### config.mk
export PLATFORM = sky130hd
export DESIGN_NAME = button_debouncer
export DESIGN_NICKNAME = d
export VERILOG_FILES = /design/src/rtl/button_debouncer.sv
export SDC_FILE = /design/constraint.sdc
export NUM_CORES = 1
export LEC_CHECK = 0
export CAP_MARGIN = 10
export CORE_AREA = 4 4 84 86
export CTS_BUF_LIST = sky130_fd_sc_hd__clkbuf_8
export DETAILED_ROUTE_END_ITERATION = 12
export DIE_AREA = 0 0 88 90
export GPL_TIMING_DRIVEN = 0
export PLACE_DENSITY = 0.63
export SYNTH_ARGS = -nofsm -noshare
export SYNTH_HDL_FRONTEND = slang
export SYNTH_SLANG_ARGS = --single-unit
### constraint.sdc
create_clock -name clk_25MHz -period 2.2 [get_ports clk_25MHz]
set_clock_uncertainty 0.15 [all_clocks]
set_input_delay 0.66 -clock clk_25MHz [delete_from_list [all_inputs] [get_ports clk_25MHz]]
set_output_delay 0.66 -clock clk_25MHz [all_outputs]
set_load 0.05 [all_outputs]
### src/rtl/button_debouncer.sv
// rtl/button_debouncer.sv - three-channel button synchroniser and debouncer with fire press strobe
module button_debouncer #(
   parameter int STABLE_CYCLES = 250000,
   parameter int CNT_W         = 18,
   parameter bit ACTIVE_LOW    = 1'b0
) (
   input  logic clk_25MHz,
   input  logic reset,
   input  logic left_raw,
   input  logic right_raw,
   input  logic fire_raw,
   output logic left_debounced,
   output logic right_debounced,
   output logic fire_debounced,
   output logic fire_pulse
);

   // Last count value before the output is allowed to take the new level.
   localparam logic [CNT_W-1:0] CNT_LAST = CNT_W'(STABLE_CYCLES - 1);

   // Channel order in the vectors below: 0 = left, 1 = right, 2 = fire.
   logic [2:0] raw;
   logic [2:0] s1;
   logic [2:0] s2;
   logic [2:0] deb;
   logic [2:0] commit;

   // Board buttons may be pulled up; fold that in before synchronising so
   // the reset level of the synchronisers is always "not pressed".
   assign raw = {fire_raw, right_raw, left_raw} ^ {3{ACTIVE_LOW}};

   // Two-flop synchroniser for all three asynchronous button inputs.
   always_ff @(posedge clk_25MHz or negedge reset) begin
      if (!reset) begin
         s1 <= 3'b000;
         s2 <= 3'b000;
      end else begin
         s1 <= raw;
         s2 <= s1;
      end
   end

   for (genvar ch = 0; ch < 3; ch++) begin : g_chan
      logic             deb_q;
      logic [CNT_W-1:0] cnt_q;

      // The output takes the new level on this edge.
      assign commit[ch] = (s2[ch] != deb_q) && (cnt_q == CNT_LAST);
      assign deb[ch]    = deb_q;

      // Stability counter: any sample matching the output restarts the window.
      always_ff @(posedge clk_25MHz or negedge reset) begin
         if (!reset) begin
            deb_q <= 1'b0;
            cnt_q <= '0;
         end else if (s2[ch] == deb_q) begin
            cnt_q <= '0;
         end else if (cnt_q == CNT_LAST) begin
            deb_q <= s2[ch];
            cnt_q <= '0;
         end else begin
            cnt_q <= cnt_q + 1'b1;
         end
      end
   end

   // One-cycle strobe aligned with the debounced fire rising edge; release is silent.
   always_ff @(posedge clk_25MHz or negedge reset) begin
      if (!reset) begin
         fire_pulse <= 1'b0;
      end else begin
         fire_pulse <= commit[2] & s2[2];
      end
   end

   assign left_debounced  = deb[0];
   assign right_debounced = deb[1];
   assign fire_debounced  = deb[2];

endmodule

==> metrics.md, run 1 <==
| Metric | Value |
|---|---|
| # hold bufs at CTS | `0` |
| Post-place setup slack | `-0.0756 ns` |
| Final ANT Viol Nets | `0` |
| Port Buffer Count | `8` |
| Placement-stage cell area | `between 3000 and 4000 um2` |
| Async SR Flop Fraction | `1.00` |
| Starting DRT DRC Count | `about 110` |
| Setup ws final | `0.119 ns` |
| Clock transition at path regs | `about 0.070 ns` |
| Fin crit share | `0.946` |
| Total of warnings raised by yosys | `0` |
| Final std cells w/o fill | `around 400` |
| Critical setup path kind | `reg -> out` |
| Yosys reg bits | `64` |
| Worst path top cell family by delay | `buffers and inverters` |
| Setup-failing EPs final | `0` |
| CP Cell Sequence | `dlygate4sd2_1` |
| Post-DP HPWL | `roughly 3700 um` |
| Max-slew violation count | `0` |
| CP required | `1.39 ns` |
| Placeable Area | `about 6300 um2` |
| PwrDens | `around 670 nW/um2` |
| Crit path max fanout | `4` |
| Vias in the first global route | `around 2.1k` |
| Routed Wire Length | `roughly 5400 um` |
| Area grow syn2layout | `13.7%` |
| Relative slew slack | `0.489` |
| Main synth FF type | `dfrtp_1` |
| Cells after Synth | `295` |
| Crit path time final | `about 2.1 ns` |
| First-pass GRT wire length | `~9600 um` |
| Starting Density | `0.496` |
| Fillers | `around 560` |
| RSZ-0062 raised after global routing | `false` |
| Crit path largest cell delay | `0.55 ns` |
| Vias | `~2.2k` |
| Worst R2R Path Depth | `4` |
| Final Hold Fails | `0` |
| Buf/Inv on CP | `1` |
| Fraction of layout instances using a drive strength above 1 | `0.123` |
| CTS tree | `yes` |
| Power, Total | `roughly 2.4 mW` |
| Largest net degree at the start of global routing | `65` |
| Cell count along the critical path | `1` |
| Max VDD drop | `a little over 0.5 mV` |
| Worst skew pair latency | `between 0.3 and 0.4 ns` |
| Max Cap Viol | `0` |
| Seq. cell area | `around 1600 um2` |
| Htree depth | `3` |
| Multi-input logic area | `roughly 1500 um2` |
| Max frequency | `between 0.4 and 0.5 GHz` |
| GRT Total Usage | `0.152` |
| Leak Pwr | `roughly 1.5 nW` |
| Sequential-to-total area share from yosys stat | `0.515` |
| Num rows | `29` |
| Status | `finished, final reports clean` |
| Grt ovf | `0` |
| Slowest cell on crit path | `dlygate4sd2_1` |
| Hold crit path type | `reg -> reg` |
| Launching element type of the critical path | `register` |
| CP arrival | `1.27 ns` |
| Gpl congestion | `around 0.86` |
| Number of synthesized flops with an enable pin | `0` |
| Post-layout instance area | `3540 um2` |
| CP endpoint kind | `primary output` |
| Hold path depth | `0` |
| Initial antenna violation count | `0` |
| Post-Syn Area | `approximately 3100 um2` |
| Fin Setup TNS | `0 ns` |
| Drt via density | `5.41` |
| Die area | `between 7000 and 8000 um2` |
| DR DRC count | `0` |
| Top Ports | `9` |
| Net Count, Synth | `303` |
| Wire length per cell | `between 10 and 15 um` |
| TritonRoute pass-1 iters | `4` |
| Die Span Y | `roughly 90 um` |
| Die X-Extent | `88 um` |
| Reg-to-reg slack, setup | `around 0.13 ns` |
| Number of diodes | `0` |
| Post-placement cell count | `380` |
| Clock Tree Buf Depth | `2` |
| Yosys cell types | `33` |
| Num CTS Buffers | `9` |
| Final nets | `between 300 and 400` |
| CTS Sinks | `64` |
| Root buffer cell | `clkbuf_8` |
| Average cell area after synthesis | `between 10 and 15 um2` |
| Slew @ Worst Pin | `between 0.7 and 0.8 ns` |
## kinds of logic after synthesis
group | synth area share
adder cells (fa/ha/maj) | 0.0121
buffers and inverters | 0.0209
multiplexers | 0.0109
flip-flops | 0.515
AND/OR/NAND/NOR | 0.263
AO/OA/AOI/OAI | 0.0487
XOR/XNOR | 0.129
## synth_stat cells, types with 3 or more instances
| cell type | count | area [um2] |
|---|---|---|
| inv_1 | 11 | 41.3 |
| xnor2_1 | 36 | 315 |
| nor2_1 | 58 | 218 |
| xor2_1 | 10 | 87.6 |
| nand3_1 | 19 | 95.1 |
| and4_1 | 4 | 35.0 |
| ha_1 | 3 | 37.5 |
| dfrtp_1 | 64 | 1600 |
| nor4_1 | 18 | 113 |
| o41ai_4 | 3 | 82.6 |
| nor3_1 | 9 | 45.0 |
| nand4_1 | 13 | 81.3 |
| nand2_1 | 16 | 60.1 |
## power breakdown
part           internal (mW)  switching [mW]
Sequential              1.20          0.0169
Clock                  0.655           0.417
Combinational         0.0341          0.0557
Total                   1.88           0.490
## final cells by class
cell class                 count  area share
inverter                      11      0.0117
sequential                    64       0.453
clock buffer                  10      0.0389
clock inverter                 6      0.0216
multi-input combinational    217       0.410
tap                           77      0.0272
buffer                         3     0.00672
timing repair buffer          13      0.0311
## state kept, by name (all words and copies together) (netlist names)
register         flops
fire_debounced       1
fire_pulse           1
g_chan.cnt_q        54
left_debounced       1
right_debounced      1
s1                   3
s2                   3
## cells in the final DEF (no fill, tap or decap), drive strengths merged, types with 9 or more instances in the layout
master and instances:
nand3 19, nor4 18, buf 9, dfrtp 64, xor2 10, nor2 58
xnor2 36, nand4 15, clkbuf 10, nand2 16, inv 14, nor3 9
## metrics by stage
stage          utilization  hold slack, ns
2_1_floorplan            -           0.181
3_3_place_gp         0.524           0.182
3_5_place_dp         0.523           0.187
4_1_cts              0.558           0.202
5_1_grt              0.564           0.208
6_report             0.564           0.197
## what timing repair did
action,in CTS,in global routing
setup buffers,1,4
pin swaps,2,2
setup endpoints to repair,23,17
gates resized for setup,4,1
cloned,0,0
## routing by layer
layer | global-route usage | share of wire | wire (um) | vias up
li1 | - | - | - | 1087
met1 | 0.212 | 0.50 | 2730 | 1054
met2 | 0.218 | 0.45 | 2410 | 19
met3 | 0.0558 | 0.035 | 191 | 8
met4 | 0.0512 | 0.015 | 82 | 0
met5 | 0 | 0 | 0 | -
## final timing paths
path,start,end
min in group asynchronous,reset,g_chan[0].cnt_q[15]
max in group asynchronous,reset,g_chan[1].cnt_q[1]
setup reg to reg,g_chan[1].cnt_q[11],g_chan[1].cnt_q[13]
hold reg to reg,s1[2],s2[2]
hold / removal,s1[2],s2[2]
setup / recovery,fire_debounced,fire_debounced
(Power assumes the default switching activity.)
==> inputs of run 2 (changes only) <==
--- a/config.mk
+++ b/config.mk
@@ -7,7 +7,6 @@
 export LEC_CHECK = 0
 export CAP_MARGIN = 10
 export CORE_AREA = 4 4 84 86
-export CTS_BUF_LIST = sky130_fd_sc_hd__clkbuf_8
 export DETAILED_ROUTE_END_ITERATION = 12
 export DIE_AREA = 0 0 88 90
 export GPL_TIMING_DRIVEN = 0
==> run 2 against run 1 <==
Via count increased by 0.23%. Non-clock buffer count stayed put. Largest power group unchanged. Flip-flop and latch count unchanged. Sequential power hardly changed. Critical path type unchanged. Worst setup slack is essentially flat. Die area is the same. Maximum frequency is essentially flat. Critical path depth unchanged. Clock power about the same. Worst hold slack did not move.
==> metrics.md, run 2 (same netlist as run 1, synthesis figures left out) <==
| Metric | Value |
|---|---|
| Critical setup path kind | `reg -> out` |
| # hold bufs at CTS | `0` |
| Setup ws final | `about 0.12 ns` |
| Slowest cell on crit path | `dlygate4sd2_1` |
| CP Cell Sequence | `dlygate4sd2_1` |
| Status | `finished, final reports clean` |
| Max FFs per register | `54` |
| Launching element type of the critical path | `register` |
| Crit path max fanout | `4` |
| Fraction of layout instances using a drive strength above 1 | `0.123` |
| Top Registers | `g_chan.cnt_q (54), s1 (3), s2 (3)` |
| GRT Total Usage | `0.152` |
| Final nets | `327` |
| Die X-Extent | `about 90 um` |
| Largest Register | `g_chan.cnt_q` |
| Multi-input logic area | `roughly 1500 um2` |
| Area grow syn2layout | `13.7%` |
| Starting DRT DRC Count | `108` |
| Vias in the first global route | `~2.1k` |
| Commonest non-fill, non-tap cell in the layout | `dfrtp_1` |
| Routed Wire Length | `around 5400 um` |
| RSZ-0062 raised after global routing | `false` |
| Final Hold Fails | `0` |
| Placeable Area | `about 6300 um2` |
| Clock Tree Buf Depth | `2` |
| Vias | `2173` |
| Htree depth | `3` |
| CP required | `~1.4 ns` |
| Slew @ Worst Pin | `a little under 0.8 ns` |
| Starting Density | `0.496` |
| Num rows | `29` |
| Max Cap Viol | `0` |
| Crit path largest cell delay | `approximately 0.55 ns` |
| CP arrival | `about 1.3 ns` |
| Root buffer cell | `clkbuf_8` |
| Largest net degree at the start of global routing | `65` |
| Fin crit share | `0.946` |
| Die Span Y | `roughly 90 um` |
| Most frequent cells in the layout | `64 x dfrtp_1, 58 x nor2_1, 36 x xnor2_1, 19 x nand3_1, 17 x nor4_1` |
| Max-slew violation count | `0` |
| Crit path time final | `around 2.1 ns` |
| Buf/Inv on CP | `1` |
| Leak Pwr | `between 1 and 1.5 nW` |
| CTS tree | `yes` |
| Seq. cell area | `~1600 um2` |
| Drt via density | `around 5.4` |
| Post-DP HPWL | `~3700 um` |
| DR DRC count | `0` |
| Grt ovf | `0` |
| Wire length per cell | `between 10 and 15 um` |
| Number of diodes | `0` |
| PwrDens | `between 600 and 700 nW/um2` |
| Port Buffer Count | `8` |
| Setup-failing EPs final | `0` |
| Hold crit path type | `reg -> reg` |
| Final ANT Viol Nets | `0` |
| Worst skew pair latency | `about 0.33 ns` |
| Fin Setup TNS | `0 ns` |
| Post-place setup slack | `-0.0756 ns` |
| Fillers | `562` |
| Num CTS Buffers | `9` |
| Worst path top cell family by delay | `buffers and inverters` |
| CP endpoint kind | `primary output` |
| Gpl congestion | `about 0.86` |
| Max frequency | `slightly below 0.5 GHz` |
| Top Ports | `9` |
| Max VDD drop | `roughly 0.51 mV` |
| First-pass GRT wire length | `around 9600 um` |
| TritonRoute pass-1 iters | `4` |
| Clock transition at path regs | `around 0.070 ns` |
| Initial antenna violation count | `0` |
| Relative slew slack | `0.488` |
| CTS Sinks | `64` |
| Die area | `7920 um2` |
==> run 2: changes by cell type in the layout (fill, tap and decap cells not counted) <==
cell / previous run / this run
inv_1: 14 / 11
clkbuf_1: 0 / 3
==> run 2: where the power goes <==
group | switching (mW) | total [mW] | internal, mW
Clock | 0.416 | 1.08 | 0.669
Sequential | 0.0169 | 1.21 | 1.20
Combinational | 0.0558 | 0.0898 | 0.0341
==> run 2: path summary, 6_finish.rpt <==
kind / slack, ns / start / cells past startpoint / endpoint
max reg2reg: 0.13 / g_chan[1].cnt_q[11] / 4 / g_chan[1].cnt_q[13]
min reg2reg: 0.20 / s1[2] / 0 / s2[2]
min in group asynchronous: 0.25 / reset / 1 / g_chan[0].cnt_q[15]
min: 0.20 / s1[2] / 0 / s2[2]
max in group asynchronous: 1.14 / reset / 1 / g_chan[1].cnt_q[1]
max: 0.12 / fire_debounced / 1 / fire_debounced
==> run 2: repair_timing <==
action | 4_1_cts | 5_1_grt
setup buffers | 1 | 4
endpoints found under the setup margin | 23 | 17
resized for setup | 4 | 1
pin swaps | 2 | 2
==> run 2: metal layers <==
layer / GRT usage / share of wire
met1: 0.212 / 0.50
met2: 0.218 / 0.45
met3: 0.0558 / 0.033
met4: 0.0512 / 0.015
met5: 0 / 0
==> run 2: layout make-up <==
type                       instances  share of cell area
sequential                        64               0.453
clock buffer                      13              0.0421
clock inverter                     3              0.0184
multi-input combinational        217               0.410
tap                               77              0.0272
buffer                             3             0.00672
timing repair buffer              13              0.0311
inverter                          11              0.0117
==> run 2: through the flow <==
step	power (mW)	cell area (um2)	utilization	instances	hold WS (ns)
detailed placement	1.32	3290	0.523	380	0.187
global route	2.50	3540	0.564	401	0.208
CTS	2.42	3500	0.558	397	0.202
floorplan	1.28	3110	-	295	0.181
finish	2.39	3540	0.564	401	0.197
global placement	1.32	3290	0.524	380	0.182
